==> src/rtl/serial_adder_ctrl_if.sv <==
// Request/result bundle between a wide add/sub requester and the serial adder sequencer.
interface serial_adder_ctrl_if #(
  parameter int NIBBLES = 4
);
  localparam int W = 4 * NIBBLES;

  logic         start;
  logic         sub;
  logic [W-1:0] op_a;
  logic [W-1:0] op_b;
  logic         busy;
  logic         done;
  logic [W-1:0] sum;
  logic         carry_out;
  logic         overflow;

  modport master (
    output start, sub, op_a, op_b,
    input  busy, done, sum, carry_out, overflow
  );

  modport slave (
    input  start, sub, op_a, op_b,
    output busy, done, sum, carry_out, overflow
  );
endinterface

==> src/rtl/serial_adder_ctrl.sv <==
// Sequences a W-bit add/subtract through one 4-bit adder slice, LS nibble first,
// with registered results that only change when done pulses.
module serial_adder_ctrl #(
  parameter int NIBBLES = 4
) (
  input logic               clk,
  input logic               rst,
  serial_adder_ctrl_if.slave bus
);
  localparam int W  = 4 * NIBBLES;
  localparam int CW = $clog2(NIBBLES + 1);

  typedef enum logic [1:0] {IDLE, RUN, DONE} state_t;

  state_t        r_state;
  logic [CW-1:0] r_cnt;
  logic [W-1:0]  r_a;
  logic [W-1:0]  r_b;
  logic [W-1:0]  r_s;
  logic          r_carry;
  logic          r_msbA;
  logic          r_msbB;
  logic          r_busy;
  logic          r_done;
  logic [W-1:0]  r_sum;
  logic          r_carryOut;
  logic          r_overflow;

  logic [4:0]    w_slice;
  logic [W-1:0]  w_sNext;
  logic [W-1:0]  w_bEff;
  logic          w_last;

  assign w_slice = {1'b0, r_a[3:0]} + {1'b0, r_b[3:0]} + {4'b0, r_carry};
  assign w_sNext = (r_s >> 4) | (W'(w_slice[3:0]) << (W - 4));
  assign w_bEff  = bus.sub ? ~bus.op_b : bus.op_b;
  assign w_last  = (r_cnt == CW'(NIBBLES - 1));

  // Results are captured on the final RUN edge so they are valid in the done cycle;
  // a new request is accepted from IDLE or DONE, never while running.
  always_ff @(posedge clk) begin
    if (rst) begin
      r_state    <= IDLE;
      r_cnt      <= '0;
      r_a        <= '0;
      r_b        <= '0;
      r_s        <= '0;
      r_carry    <= 1'b0;
      r_msbA     <= 1'b0;
      r_msbB     <= 1'b0;
      r_busy     <= 1'b0;
      r_done     <= 1'b0;
      r_sum      <= '0;
      r_carryOut <= 1'b0;
      r_overflow <= 1'b0;
    end else begin
      case (r_state)
        IDLE, DONE: begin
          r_done <= 1'b0;
          if (bus.start) begin
            r_a     <= bus.op_a;
            r_b     <= w_bEff;
            r_carry <= bus.sub;
            r_msbA  <= bus.op_a[W-1];
            r_msbB  <= w_bEff[W-1];
            r_cnt   <= '0;
            r_busy  <= 1'b1;
            r_state <= RUN;
          end else begin
            r_state <= IDLE;
          end
        end
        RUN: begin
          r_s     <= w_sNext;
          r_a     <= r_a >> 4;
          r_b     <= r_b >> 4;
          r_carry <= w_slice[4];
          r_cnt   <= r_cnt + 1'b1;
          if (w_last) begin
            r_sum      <= w_sNext;
            r_carryOut <= w_slice[4];
            r_overflow <= (r_msbA == r_msbB) && (w_sNext[W-1] != r_msbA);
            r_busy     <= 1'b0;
            r_done     <= 1'b1;
            r_state    <= DONE;
          end
        end
        default: begin
          r_busy  <= 1'b0;
          r_done  <= 1'b0;
          r_state <= IDLE;
        end
      endcase
    end
  end

  assign bus.busy      = r_busy;
  assign bus.done      = r_done;
  assign bus.sum       = r_sum;
  assign bus.carry_out = r_carryOut;
  assign bus.overflow  = r_overflow;
endmodule

==> src/flat_wrapper.sv <==
// flat-port wrapper written by rule: the top's interface ports become plain ports
module serial_adder_ctrl_flat 
#(
  parameter int NIBBLES = 4
)
  (clk, rst, bus_start, bus_sub, bus_op_a, bus_op_b, bus_busy, bus_done, bus_sum, bus_carry_out, bus_overflow);
  serial_adder_ctrl_if #(.NIBBLES(NIBBLES)) bus_i ();
  input logic clk;
  input logic rst;
  input wire logic [$bits(bus_i.start)-1:0] bus_start;
  input wire logic [$bits(bus_i.sub)-1:0] bus_sub;
  input wire logic [$bits(bus_i.op_a)-1:0] bus_op_a;
  input wire logic [$bits(bus_i.op_b)-1:0] bus_op_b;
  output wire logic [$bits(bus_i.busy)-1:0] bus_busy;
  output wire logic [$bits(bus_i.done)-1:0] bus_done;
  output wire logic [$bits(bus_i.sum)-1:0] bus_sum;
  output wire logic [$bits(bus_i.carry_out)-1:0] bus_carry_out;
  output wire logic [$bits(bus_i.overflow)-1:0] bus_overflow;
  assign bus_i.start = bus_start;
  assign bus_i.sub = bus_sub;
  assign bus_i.op_a = bus_op_a;
  assign bus_i.op_b = bus_op_b;
  assign bus_busy = bus_i.busy;
  assign bus_done = bus_i.done;
  assign bus_sum = bus_i.sum;
  assign bus_carry_out = bus_i.carry_out;
  assign bus_overflow = bus_i.overflow;
  serial_adder_ctrl #(.NIBBLES(NIBBLES)) u_core (.clk(clk), .rst(rst), .bus(bus_i));
endmodule
==> config.mk <==
export PLATFORM = sky130hd
export DESIGN_NAME = serial_adder_ctrl_flat
export DESIGN_NICKNAME = d
export VERILOG_FILES = /design/src/rtl/serial_adder_ctrl_if.sv /design/src/rtl/serial_adder_ctrl.sv /design/src/flat_wrapper.sv
export SDC_FILE = /design/constraint.sdc
export NUM_CORES = 1
export LEC_CHECK = 0
export ABC_AREA = 1
export BUFFER_PORTS_ARGS = -buffer_cell sky130_fd_sc_hd__buf_2
export CAP_MARGIN = 25
export CORE_MARGIN = 8
export CORE_UTILIZATION = 45
export CTS_CLUSTER_SIZE = 10
export DETAILED_ROUTE_END_ITERATION = 10
export PLACE_DENSITY = 0.68
export SYNTH_ARGS = -nofsm -noshare
export SYNTH_HDL_FRONTEND = slang
export SYNTH_SLANG_ARGS = --single-unit
export TNS_END_PERCENT = 50
==> constraint.sdc <==
create_clock -name clk -period 1.7 [get_ports clk]
set_input_delay 0.255 -clock clk [delete_from_list [all_inputs] [get_ports clk]]
set_output_delay 0.255 -clock clk [all_outputs]
set_load 0.02 [all_outputs]
==> impl_metrics.py <==
metrics = {
    "logic_synthesis": {
        "synth_edf_count": 0,
        "syn-cell-area_um2": 3130,
        "ys.flop_type": "dfxtp_1",
        "async_reset_ff_share_pct": 0,
        "synth_nets": 423,
        "synth.avg_cell_area_um2": 8.23,
        "syn_inst": 380,
        "ys_seq_elements": 72,
        "synthDistinctLibCells": 35,
        "yosysSeqAreaShare_pct": 46.1,
        "synth_warnings": 0,
    },
    "critical_path": {
        "crit_type": "flop to flop",
        "timing.rr.end": "u_core.r_s[13]",
        "slowest_stage": "fa_1",
        "setup.worst_path.start": "u_core.r_carry",
        "crit_family": "adder cells",
        "path_cells": "inv_1, fa_1, inv_1, fa_1, inv_1, o22ai_1",
        "worstPathMaxFanout": 2,
        "cp.required_ns": 1.93,
        "cp-start-kind": "flop",
        "cp.arrival_ns": 1.86,
        "cp_slowest_stage_delay_ns": 0.43,
        "worst-path-buf-inv": 3,
        "critPathMostFrequentCell": "inv_1",
        "reg2reg_from": "u_core.r_carry",
        "ff2ff_setup_slack_ns": 0.07,
        "path_depth": 6,
        "end_kind": "flop",
        "setup.worst_path.end": "u_core.r_s[13]",
        "reg2reg_depth": 6,
    },
    "power_and_ir_drop": {
        "p_comb_share_pct": 10.9,
        "ir_drop_mv": 0.544,
        "clock_power_share_pct": 43.8,
        "switching_share_pct": 23.6,
        "p_int_mw": 3.05,
        "power.share.sequential_pct": 45.2,
        "power_density_nw_per_um2": 1100,
        "p_leak_nw": 1.58,
        "p_sw_uw": 944,
    },
    "sta": {
        "rsz0062_at_grt": "true",
        "slew_headroom_pct": 65.4,
        "skew_ns": 0.00780,
        "setup_viol": 0,
        "fmax_ghz": 0.613,
        "worst_pin_slew_ns": 0.519,
        "min_period_ns": 1.63,
        "min_period_over_period_pct": 96.0,
        "finalSetupTns_ns": 0,
        "final_max_slew_viol_count": 0,
        "hold_viol_final": 0,
        "worst_slack_ns": 0.0683,
    },
    "cts": {
        "cts_buffers": 9,
        "clk_path_buf_depth": 2,
        "clockRootBuffer": "clkbuf_8",
        "cts_tree": "done",
        "holdBufCountCts": 0,
        "cts_setup_buffers": 0,
        "cts_max_level": 3,
        "clkSlewWorstSetupHoldPaths_ns": 0.08,
        "ctsResizeCount": 0,
        "clock_latency_ns": 0.35,
        "clkSinkCount": 72,
    },
    "floorplanning": {
        "coreArea_um2": 6760,
        "ioPinCount": 56,
        "initial_core_util_pct": 46.3,
        "rows": 30,
        "fp.dieH_um": 99.4,
        "die_w_um": 99.4,
        "die_area_um2": 9880,
    },
    "drt": {
        "drt_iter0_markers": 117,
        "m1WireLength_mm": 3.11,
        "drt_wl_total_mm": 6.84,
        "dr_total_vias": 2617,
        "dr_wl_met3_um": 403,
        "routed.top_layer": "met4",
        "wl_met2_mm": 3.18,
        "ant_nets": 0,
        "vias_per_cell": 5.10,
        "dr.pass1.iters": 4,
        "drc": 0,
        "wire_per_inst_um": 13.3,
    },
    "finish": {
        "drive_gt1_share_pct": 24.2,
        "multi_input_area_um2": 1350,
        "nFillCells": 662,
        "utilization_pct": 53.8,
        "nets": 471,
        "regArea_um2": 1440,
        "antennaDiodeCount": 0,
        "area_growth_pct": 16.2,
        "stdcell_area_um2": 3640,
    },
    "place": {
        "dp_slack_ns": 0.0984,
        "dp_hpwl_mm": 4.83,
        "placed_area_um2": 3370,
        "place_congestion": 0.867,
        "portBuffers": 55,
    },
    "global_routing": {
        "grt_pass1_wl_mm": 11.6,
        "antenna_found_initial": 0,
        "grt-ovfl-total": 0,
        "first_global_vias": 2539,
        "grt_max_degree": 28,
        "track_usage_pct": 14.5,
    },
    "flow_run": {
        "maxCapViolCount": 0,
    },
    "run_status": {
        "status": "completed",
    },
    "min_path": {
        "hold_path.class": "primary input to flop",
    },
}
-- registers in the layout, indices dropped and copies added (netlist names), 2 cells and up --
name            flops
u_core.r_b         16
u_core.bus.sum     16
u_core.r_cnt        3
u_core.r_a         16
u_core.r_s         12
u_core.r_state      2
-- metrics by stage --
step	cells	power, mW	hold slack (ns)
floorplan	380	2.19	0.403
global placement	497	2.27	0.440
detailed placement	497	2.28	0.455
CTS	513	4.03	0.135
global route	513	4.17	0.148
finish	513	4.00	0.150
-- logic make-up (layout without fill, tap and decap cells) --
logic type | count (synthesis) | in the layout | synth area share (%)
xor gates and xnor gates | 7 | 7 | 1.96
buffers and inverters | 67 | 120 | 10.9
adders and majority gates | 7 | 7 | 3.28
and+or+nand+nor | 129 | 129 | 18.6
AOI/OAI and AO/OA | 98 | 98 | 19.2
DFF | 72 | 72 | 46.1
-- worst reg2reg max path, stage by stage (launching register included) --
cell	delay (ns)
dfxtp_1	0.32
inv_1	0.06
fa_1	0.41
inv_1	0.11
fa_1	0.43
inv_1	0.10
o22ai_1	0.09
-- layer usage --
| layer | vias up | global-route usage [%] |
|---|---|---|
| met3 | 14 | 5.24 |
| li1 | 1346 | - |
| met1 | 1185 | 16.7 |
| met2 | 72 | 24.1 |
| met5 | - | 0 |
| met4 | 0 | 5.12 |
-- power by group through the flow --
| stage | combinational, mW | clock (mW) | sequential, mW |
|---|---|---|---|
| finish | 0.437 | 1.75 | 1.81 |
| global route | 0.496 | 1.85 | 1.82 |
| CTS | 0.441 | 1.78 | 1.81 |
| detailed placement | 0.438 | 0 | 1.85 |
| global placement | 0.429 | 0 | 1.84 |
| floorplan | 0.347 | 0 | 1.84 |
-- worst min-delay path by stage --
stage / cells past startpoint / start / end / slack [ns]
after CTS: 3 / bus_op_a[12] / u_core.r_a[12] / 0.13
final: 3 / bus_op_a[12] / u_core.r_a[12] / 0.15
after global routing: 3 / bus_op_a[13] / u_core.r_a[13] / 0.15
after detailed placement: 1 / u_core.r_cnt[0] / u_core.r_cnt[0] / 0.45
after global placement: 1 / u_core.r_cnt[0] / u_core.r_cnt[0] / 0.44
after floorplan: 2 / bus_op_a[12] / u_core.r_a[12] / 0.40
-- synthesized netlist by cell type (2+ instances only) --
library cell	instances	share of area [%]
o22ai_1	9	1.8
inv_1	40	4.8
o221ai_1	4	1.1
a21oi_2	3	0.84
xnor2_1	6	1.7
nand2_4	2	0.72
buf_2	10	1.6
a31oi_2	7	2.8
a31oi_1	5	1.0
a21oi_1	23	3.7
fa_1	2	1.3
buf_6	2	0.72
inv_2	2	0.24
o21ai_1	9	1.4
dfxtp_1	72	46
nor2_1	15	1.8
o211ai_1	2	0.48
nand2_1	76	9.1
nand2_2	11	2.2
o21ai_0	33	5.3
inv_4	2	0.40
buf_4	6	1.4
nand3_1	22	3.5
ha_1	5	2.0
clkbuf_1	2	0.24
-- layout by cell type (no fill, tap or decap), types with 3 or more instances in the layout --
cell type | netlist | final
nand2_1 | 76 | 75
dfxtp_1 | 72 | 72
buf_2 | 10 | 55
inv_1 | 40 | 40
o21ai_0 | 33 | 33
a21oi_1 | 23 | 23
nand3_1 | 22 | 22
nor2_1 | 15 | 15
nand2_2 | 11 | 12
o21ai_1 | 9 | 9
o22ai_1 | 9 | 9
clkbuf_8 | 0 | 9
a31oi_2 | 7 | 7
xnor2_1 | 6 | 6
a31oi_1 | 5 | 5
ha_1 | 5 | 5
o221ai_1 | 4 | 4
bufinv_16 | 0 | 4
buf_4 | 6 | 4
a21oi_2 | 3 | 3
-- layout make-up --
class                      count  share of cell area, %
multi-input combinational    241                   37.1
inverter                      45                   4.99
sequential                    72                   39.6
clock inverter                 5                   3.54
clock buffer                  11                   3.61
tap                           80                   2.75
timing repair buffer          59                   8.40
Note: power is estimated with default switching activity, not from simulation.
